==> src/rtl/jt900h_memctl.sv <==
// External-bus access unit: splits byte/word/long requests into aligned 8/16-bit
// little-endian bus beats with fixed and external wait states.
module jt900h_memctl #(
   parameter int unsigned BW   = 16,
   parameter int unsigned AW   = 24,
   parameter int unsigned WAIT = 0
) (
   input  logic            clk,
   input  logic            rst,
   input  logic            cen,
   input  logic            req,
   input  logic            wr,
   input  logic [1:0]      size,
   input  logic [AW-1:0]   addr,
   input  logic [31:0]     wdata,
   output logic [31:0]     rdata,
   output logic            busy,
   output logic            done,
   output logic [AW-1:0]   bus_addr,
   output logic [BW-1:0]   bus_din,
   input  logic [BW-1:0]   bus_dout,
   output logic [BW/8-1:0] bus_we,
   output logic            bus_rd,
   input  logic            bus_wait
);
   localparam int unsigned LB = BW / 8;

   typedef enum logic [1:0] {IDLE, BEAT, LAST} state_t;
   state_t state, state_nx;

   logic [2:0]    k, k_nx, n, n_nx, cnt, cnt_nx, nb, nb_nx;
   logic          off, off_nx, wr_r, wr_nx;
   logic [AW-1:0] base, base_nx;
   logic [31:0]   wd_r, wd_nx, acc, acc_nx, rdata_nx;
   logic          busy_nx, done_nx, rd_nx;
   logic [AW-1:0] baddr_nx;
   logic [BW-1:0] din_nx;
   logic [LB-1:0] we_nx;

   logic [2:0]    in_nb, in_n, src_k, src_nb;
   logic          in_off, src_off, src_wr, beat_end;
   logic [AW-1:0] in_base, src_base, drv_addr;
   logic [31:0]   src_wd, cap;
   logic [BW-1:0] drv_din;
   logic [LB-1:0] drv_we;
   int            jd, jc;

   // Decode the incoming request: byte count, lane offset and beat count
   always_comb begin
      in_nb   = (size == 2'd0) ? 3'd1 : (size == 2'd1) ? 3'd2 : 3'd4;
      in_off  = (LB == 2) ? addr[0] : 1'b0;
      in_base = (LB == 2) ? {addr[AW-1:1], 1'b0} : addr;
      in_n    = 3'((int'(in_off) + int'(in_nb) + int'(LB) - 1) / int'(LB));
   end

   assign beat_end = (cnt == 3'd0) && !bus_wait;

   // Beat to drive next: beat 0 of a new request, or the following beat of the current one
   always_comb begin
      src_k    = (state == IDLE) ? 3'd0 : k + 3'd1;
      src_base = (state == IDLE) ? in_base : base;
      src_off  = (state == IDLE) ? in_off : off;
      src_nb   = (state == IDLE) ? in_nb : nb;
      src_wd   = (state == IDLE) ? wdata : wd_r;
      src_wr   = (state == IDLE) ? wr : wr_r;
      drv_addr = src_base + AW'(int'(src_k) * int'(LB));
      drv_din  = '0;
      drv_we   = '0;
      jd       = 0;
      for (int l = 0; l < int'(LB); l++) begin
         jd = int'(src_k) * int'(LB) + l - int'(src_off);
         if (src_wr && jd >= 0 && jd < int'(src_nb)) begin
            drv_din[8*l +: 8] = src_wd[8*jd[1:0] +: 8];
            drv_we[l]         = 1'b1;
         end
      end
   end

   // Merge the requested lanes of the current beat into the read accumulator
   always_comb begin
      cap = acc;
      jc  = 0;
      for (int l = 0; l < int'(LB); l++) begin
         jc = int'(k) * int'(LB) + l - int'(off);
         if (jc >= 0 && jc < int'(nb))
            cap[8*jc[1:0] +: 8] = bus_dout[8*l +: 8];
      end
   end

   always_ff @(posedge clk or posedge rst) begin
      if (rst)      state <= IDLE;
      else if (cen) state <= state_nx;
   end

   always_comb begin
      state_nx = state;
      case (state)
         IDLE:    if (req) state_nx = (in_n > 3'd1) ? BEAT : LAST;
         BEAT:    if (beat_end) state_nx = (k + 3'd2 == n) ? LAST : BEAT;
         LAST:    if (beat_end) state_nx = IDLE;
         default: state_nx = IDLE;
      endcase
   end

   always_comb begin
      busy_nx  = busy;
      done_nx  = 1'b0;
      rd_nx    = bus_rd;
      baddr_nx = bus_addr;
      din_nx   = bus_din;
      we_nx    = bus_we;
      rdata_nx = rdata;
      acc_nx   = acc;
      k_nx     = k;
      n_nx     = n;
      cnt_nx   = cnt;
      nb_nx    = nb;
      off_nx   = off;
      wr_nx    = wr_r;
      base_nx  = base;
      wd_nx    = wd_r;
      case (state)
         IDLE: if (req) begin
            wr_nx    = wr;
            nb_nx    = in_nb;
            off_nx   = in_off;
            base_nx  = in_base;
            wd_nx    = wdata;
            n_nx     = in_n;
            k_nx     = 3'd0;
            cnt_nx   = 3'(WAIT);
            acc_nx   = '0;
            busy_nx  = 1'b1;
            rd_nx    = !wr;
            baddr_nx = drv_addr;
            din_nx   = drv_din;
            we_nx    = drv_we;
         end
         BEAT, LAST: begin
            if (beat_end) begin
               acc_nx = cap;
               if (state == LAST) begin
                  busy_nx  = 1'b0;
                  done_nx  = 1'b1;
                  rd_nx    = 1'b0;
                  baddr_nx = '0;
                  din_nx   = '0;
                  we_nx    = '0;
                  if (!wr_r) rdata_nx = cap;
               end else begin
                  k_nx     = k + 3'd1;
                  cnt_nx   = 3'(WAIT);
                  baddr_nx = drv_addr;
                  din_nx   = drv_din;
                  we_nx    = drv_we;
               end
            end else if (cnt != 3'd0) begin
               cnt_nx = cnt - 3'd1;
            end
         end
         default: ;
      endcase
   end

   always_ff @(posedge clk or posedge rst) begin
      if (rst) begin
         rdata <= '0; busy <= 1'b0; done <= 1'b0; bus_rd <= 1'b0;
         bus_addr <= '0; bus_din <= '0; bus_we <= '0;
         acc <= '0; k <= '0; n <= '0; cnt <= '0; nb <= '0;
         off <= 1'b0; wr_r <= 1'b0; base <= '0; wd_r <= '0;
      end else if (cen) begin
         rdata <= rdata_nx; busy <= busy_nx; done <= done_nx; bus_rd <= rd_nx;
         bus_addr <= baddr_nx; bus_din <= din_nx; bus_we <= we_nx;
         acc <= acc_nx; k <= k_nx; n <= n_nx; cnt <= cnt_nx; nb <= nb_nx;
         off <= off_nx; wr_r <= wr_nx; base <= base_nx; wd_r <= wd_nx;
      end
   end
endmodule

==> config.mk <==
export PLATFORM = sky130hd
export DESIGN_NAME = jt900h_memctl
export DESIGN_NICKNAME = d
export VERILOG_FILES = /design/src/rtl/jt900h_memctl.sv
export SDC_FILE = /design/constraint.sdc
export NUM_CORES = 1
export LEC_CHECK = 0
export CAP_MARGIN = 20
export CORE_UTILIZATION = 35
export DETAILED_ROUTE_END_ITERATION = 10
export PLACE_DENSITY = 0.54
export SYNTH_ARGS = -nofsm -noshare
export SYNTH_HDL_FRONTEND = slang
export SYNTH_SLANG_ARGS = --single-unit
==> constraint.sdc <==
create_clock -name clk -period 6.9 [get_ports clk]
set_input_delay 1.035 -clock clk [delete_from_list [all_inputs] [get_ports clk]]
set_output_delay 1.035 -clock clk [all_outputs]
set_load 0.005 [all_outputs]
==> results.py <==
metrics = {
    "placed_design": {
        "place_congestion": 0.801,
        "port_buffers": 155,
        "dpl_cell_area_sq_mm": 0.0117,
        "dp.final_hpwl_mm": 18.5,
    },
    "floorplanning": {
        "start_util_pct": 35.9,
        "coreArea_sq_mm": 0.0272,
        "row_count": 60,
        "pin_count": 157,
        "dieWidth_um": 169,
        "dieArea_sq_mm": 0.0286,
        "die_h_um": 169,
    },
    "flow_run": {
        "maxCapViolations": 0,
    },
    "clocking": {
        "cts_resized": 0,
        "cts.sinks": 179,
        "cts_hold_buf": 0,
        "htree_levels": 4,
        "clkTransAtPathRegs_ns": 0.07,
        "clock-root-buffer": "clkbuf_16",
        "clock_latency_ns": 0.44,
        "cts_buffers": 17,
        "postCtsSetupBuffers": 0,
        "cts_buffer_depth": 2,
        "cts_tree": "yes",
    },
    "setup_path": {
        "path_max_fanout": 55,
        "path_buf_inv": 2,
        "worstPathArrival_ns": 4.10,
        "path_delay_family": "simple AND/OR/NAND/NOR gates",
        "crit_slowest_cell": "ha_4",
        "critical_path_class": "flip-flop to flip-flop",
        "path_cells": "inv_1 -> ha_4 -> buf_4 -> nor2_1 -> ha_1 -> a21oi_1 -> nor3b_2 -> nand3_2 -> or4_1 -> a32o_1",
        "max_stage_delay_ns": 0.61,
        "start_kind": "flip-flop",
        "cp_data_required_time_ns": 7.23,
        "end_kind": "flip-flop",
    },
    "synthesis": {
        "syn_area_per_cell_sq_um": 10.4,
        "synth_top_area_share_pct": 45.9,
        "syn_area_sq_mm": 0.00977,
        "ys_seq_area_share_pct": 45.9,
        "synthCells": 935,
        "synthArstFlopShare_pct": 100,
        "synth.area.top_cells": "dfrtp_1 46%, mux2_2 7.8%, mux2i_1 7.6%",
        "synth-edff-count": 0,
        "yosysTopAreaCell": "dfrtp_1",
        "synth-main-ff-cell": "dfrtp_1",
        "ys_warn_count": 0,
        "ys_ff_latch": 179,
        "syn-num-nets": 1046,
        "yosysUniqueCellTypes": 51,
    },
    "final_layout": {
        "design_area_sq_mm": 0.0123,
        "final_nets": 1185,
        "nFillCells": 2648,
        "area_growth_pct": 26.2,
        "final_layout_size_suffix_gt1_share_pct": 11.4,
        "layout_commonest_cell": "dfrtp_1",
        "final_cell_mix": "179 x dfrtp_1, 155 x clkdlybuf4s50_1, 153 x nand2_1, 74 x mux2i_1, 68 x mux2_2",
        "diodes": 0,
    },
    "timing": {
        "post-route-period-util_pct": 54.7,
        "finalMaxSlewViolations": 0,
        "setup-violations-final": 0,
        "hold_viol": 0,
        "period_needed_ns": 3.77,
        "fmaxAchievable_ghz": 0.265,
        "fin_skew_ns": 0.0127,
        "slew_headroom_pct": 28.3,
        "rsz0062_at_grt": "false",
        "fin_setup_tns_ns": 0,
        "worst_pin_slew_ns": 1.07,
    },
    "power": {
        "vdd_drop_max_mv": 0.277,
        "leakage_uw": 0.00533,
        "p_comb_share_pct": 50.5,
        "clkPwrFrac_pct": 18.7,
        "swShare_pct": 40.9,
        "p_int_uw": 3190,
        "power.density_mw_per_mm2": 438,
        "seq_power_share_pct": 30.8,
        "switching_power_uw": 2210,
    },
    "routing": {
        "first_pass_iters": 5,
        "vias": 7817,
        "vias_per_cell": 5.36,
        "ant_nets": 0,
        "wl_per_cell_um": 18.5,
        "drt-total-wl_mm": 27.0,
        "drt_iter0_markers": 453,
        "drc_errors": 0,
    },
    "global_route": {
        "track_usage_pct": 19.6,
        "grt_pass1_vias": 7856,
        "grt_antenna_before_repair": 1,
        "grt_start_max_net_pins": 75,
        "overflow": 0,
        "grt_pass1_wl_mm": 43.7,
    },
    "status": {
        "status": "finished, final reports clean",
    },
    "min_path": {
        "hp-class": "flip-flop to flip-flop",
    },
}
[per-layer routing]
metal  up-vias  track usage (%)  part of all wire (%)
li1       3713                -                     -
met2       209             31.5                    47
met3        26             3.23                   4.3
met1      3867             26.9                    48
met5         -                0                 0.044
met4         2             5.95                   1.3
[metrics by stage]
step | power, uW | util (%) | setup WS, ns | cells | hold WS, ns
2_1_floorplan | 3510 | - | 1.01 | 935 | 0.449
3_3_place_gp | 4390 | 43.1 | 2.96 | 1426 | 0.468
3_5_place_dp | 4410 | 43.1 | 2.92 | 1426 | 0.474
4_1_cts | 5440 | 45.3 | 3.10 | 1458 | 0.492
5_1_grt | 5820 | 45.4 | 2.81 | 1459 | 0.508
6_report | 5400 | 45.4 | 3.13 | 1459 | 0.484
[cell usage after synthesis, drive strengths merged, types with 6 or more instances]
| master | number |
|---|---|
| nor2 | 30 |
| nor3b | 8 |
| nand3 | 12 |
| ha | 30 |
| inv | 17 |
| mux2 | 68 |
| dfrtp | 179 |
| a31oi | 6 |
| nand2b | 12 |
| a22o | 39 |
| buf | 9 |
| a21oi | 26 |
| o221ai | 65 |
| nand2 | 153 |
| o21ai | 44 |
| xor2 | 14 |
| clkbuf | 36 |
| and2 | 36 |
| nor3 | 10 |
| mux2i | 74 |
| xnor2 | 14 |
[registers in the layout (all words and copies together), names as in the netlist]
name / cells
acc: 32
base: 23
bus_addr: 23
bus_din: 16
bus_rd: 1
bus_we: 2
busy: 1
cnt: 3
done: 1
k: 3
n: 3
nb: 3
off: 1
rdata: 32
state: 2
wd_r: 32
wr_r: 1
[power groups by stage]
| stage | clock, uW | combinational (uW) | sequential, uW |
|---|---|---|---|
| 6_report | 1010 | 2720 | 1660 |
| 5_1_grt | 1080 | 3030 | 1710 |
| 4_1_cts | 1030 | 2750 | 1660 |
| 3_5_place_dp | 0 | 2740 | 1670 |
| 3_3_place_gp | 0 | 2710 | 1680 |
| 2_1_floorplan | 0 | 1910 | 1600 |
[cell type report]
cell class / count / area (sq um) / area share [%]
Inverter: 17 / 68.8 / 0.558
Timing Repair Buffer: 165 / 1630 / 13.2
Multi-Input combinational cell: 694 / 5080 / 41.2
Clock inverter: 14 / 165 / 1.34
Tap cell: 372 / 465 / 3.78
Sequential cell: 179 / 4480 / 36.3
Clock buffer: 18 / 439 / 3.56
[logic make-up after synthesis]
kind of cell	after synthesis	synth area share, %
compound gates	205	15.3
buf+inv	62	2.49
flops	179	45.9
other cells	1	0.0384
xor+xnor	28	2.51
fa+ha+maj	31	4.05
mux	144	15.9
simple gates	285	13.8
[tightest hold or removal path: stages (launching register included)]
cell,delay [ns]
dfrtp_1,0.35
nand2_1,0.05
o31ai_1,0.05
[path summary, 6_finish.rpt]
| check | start | endpoint | slack, ns | cells past startpoint |
|---|---|---|---|---|
| min in group asynchronous | rst | rdata[1] | 1.03 | 2 |
| worst max-delay path | state[0] | bus_addr[23] | 3.13 | 10 |
| max in group asynchronous | rst | base[8] | 4.60 | 3 |
| worst max register to register | state[0] | bus_addr[23] | 3.13 | 10 |
| worst min register to register | cnt[2] | cnt[2] | 0.48 | 2 |
| worst min-delay path | cnt[2] | cnt[2] | 0.48 | 2 |
Power figures use the tool's default switching activity.
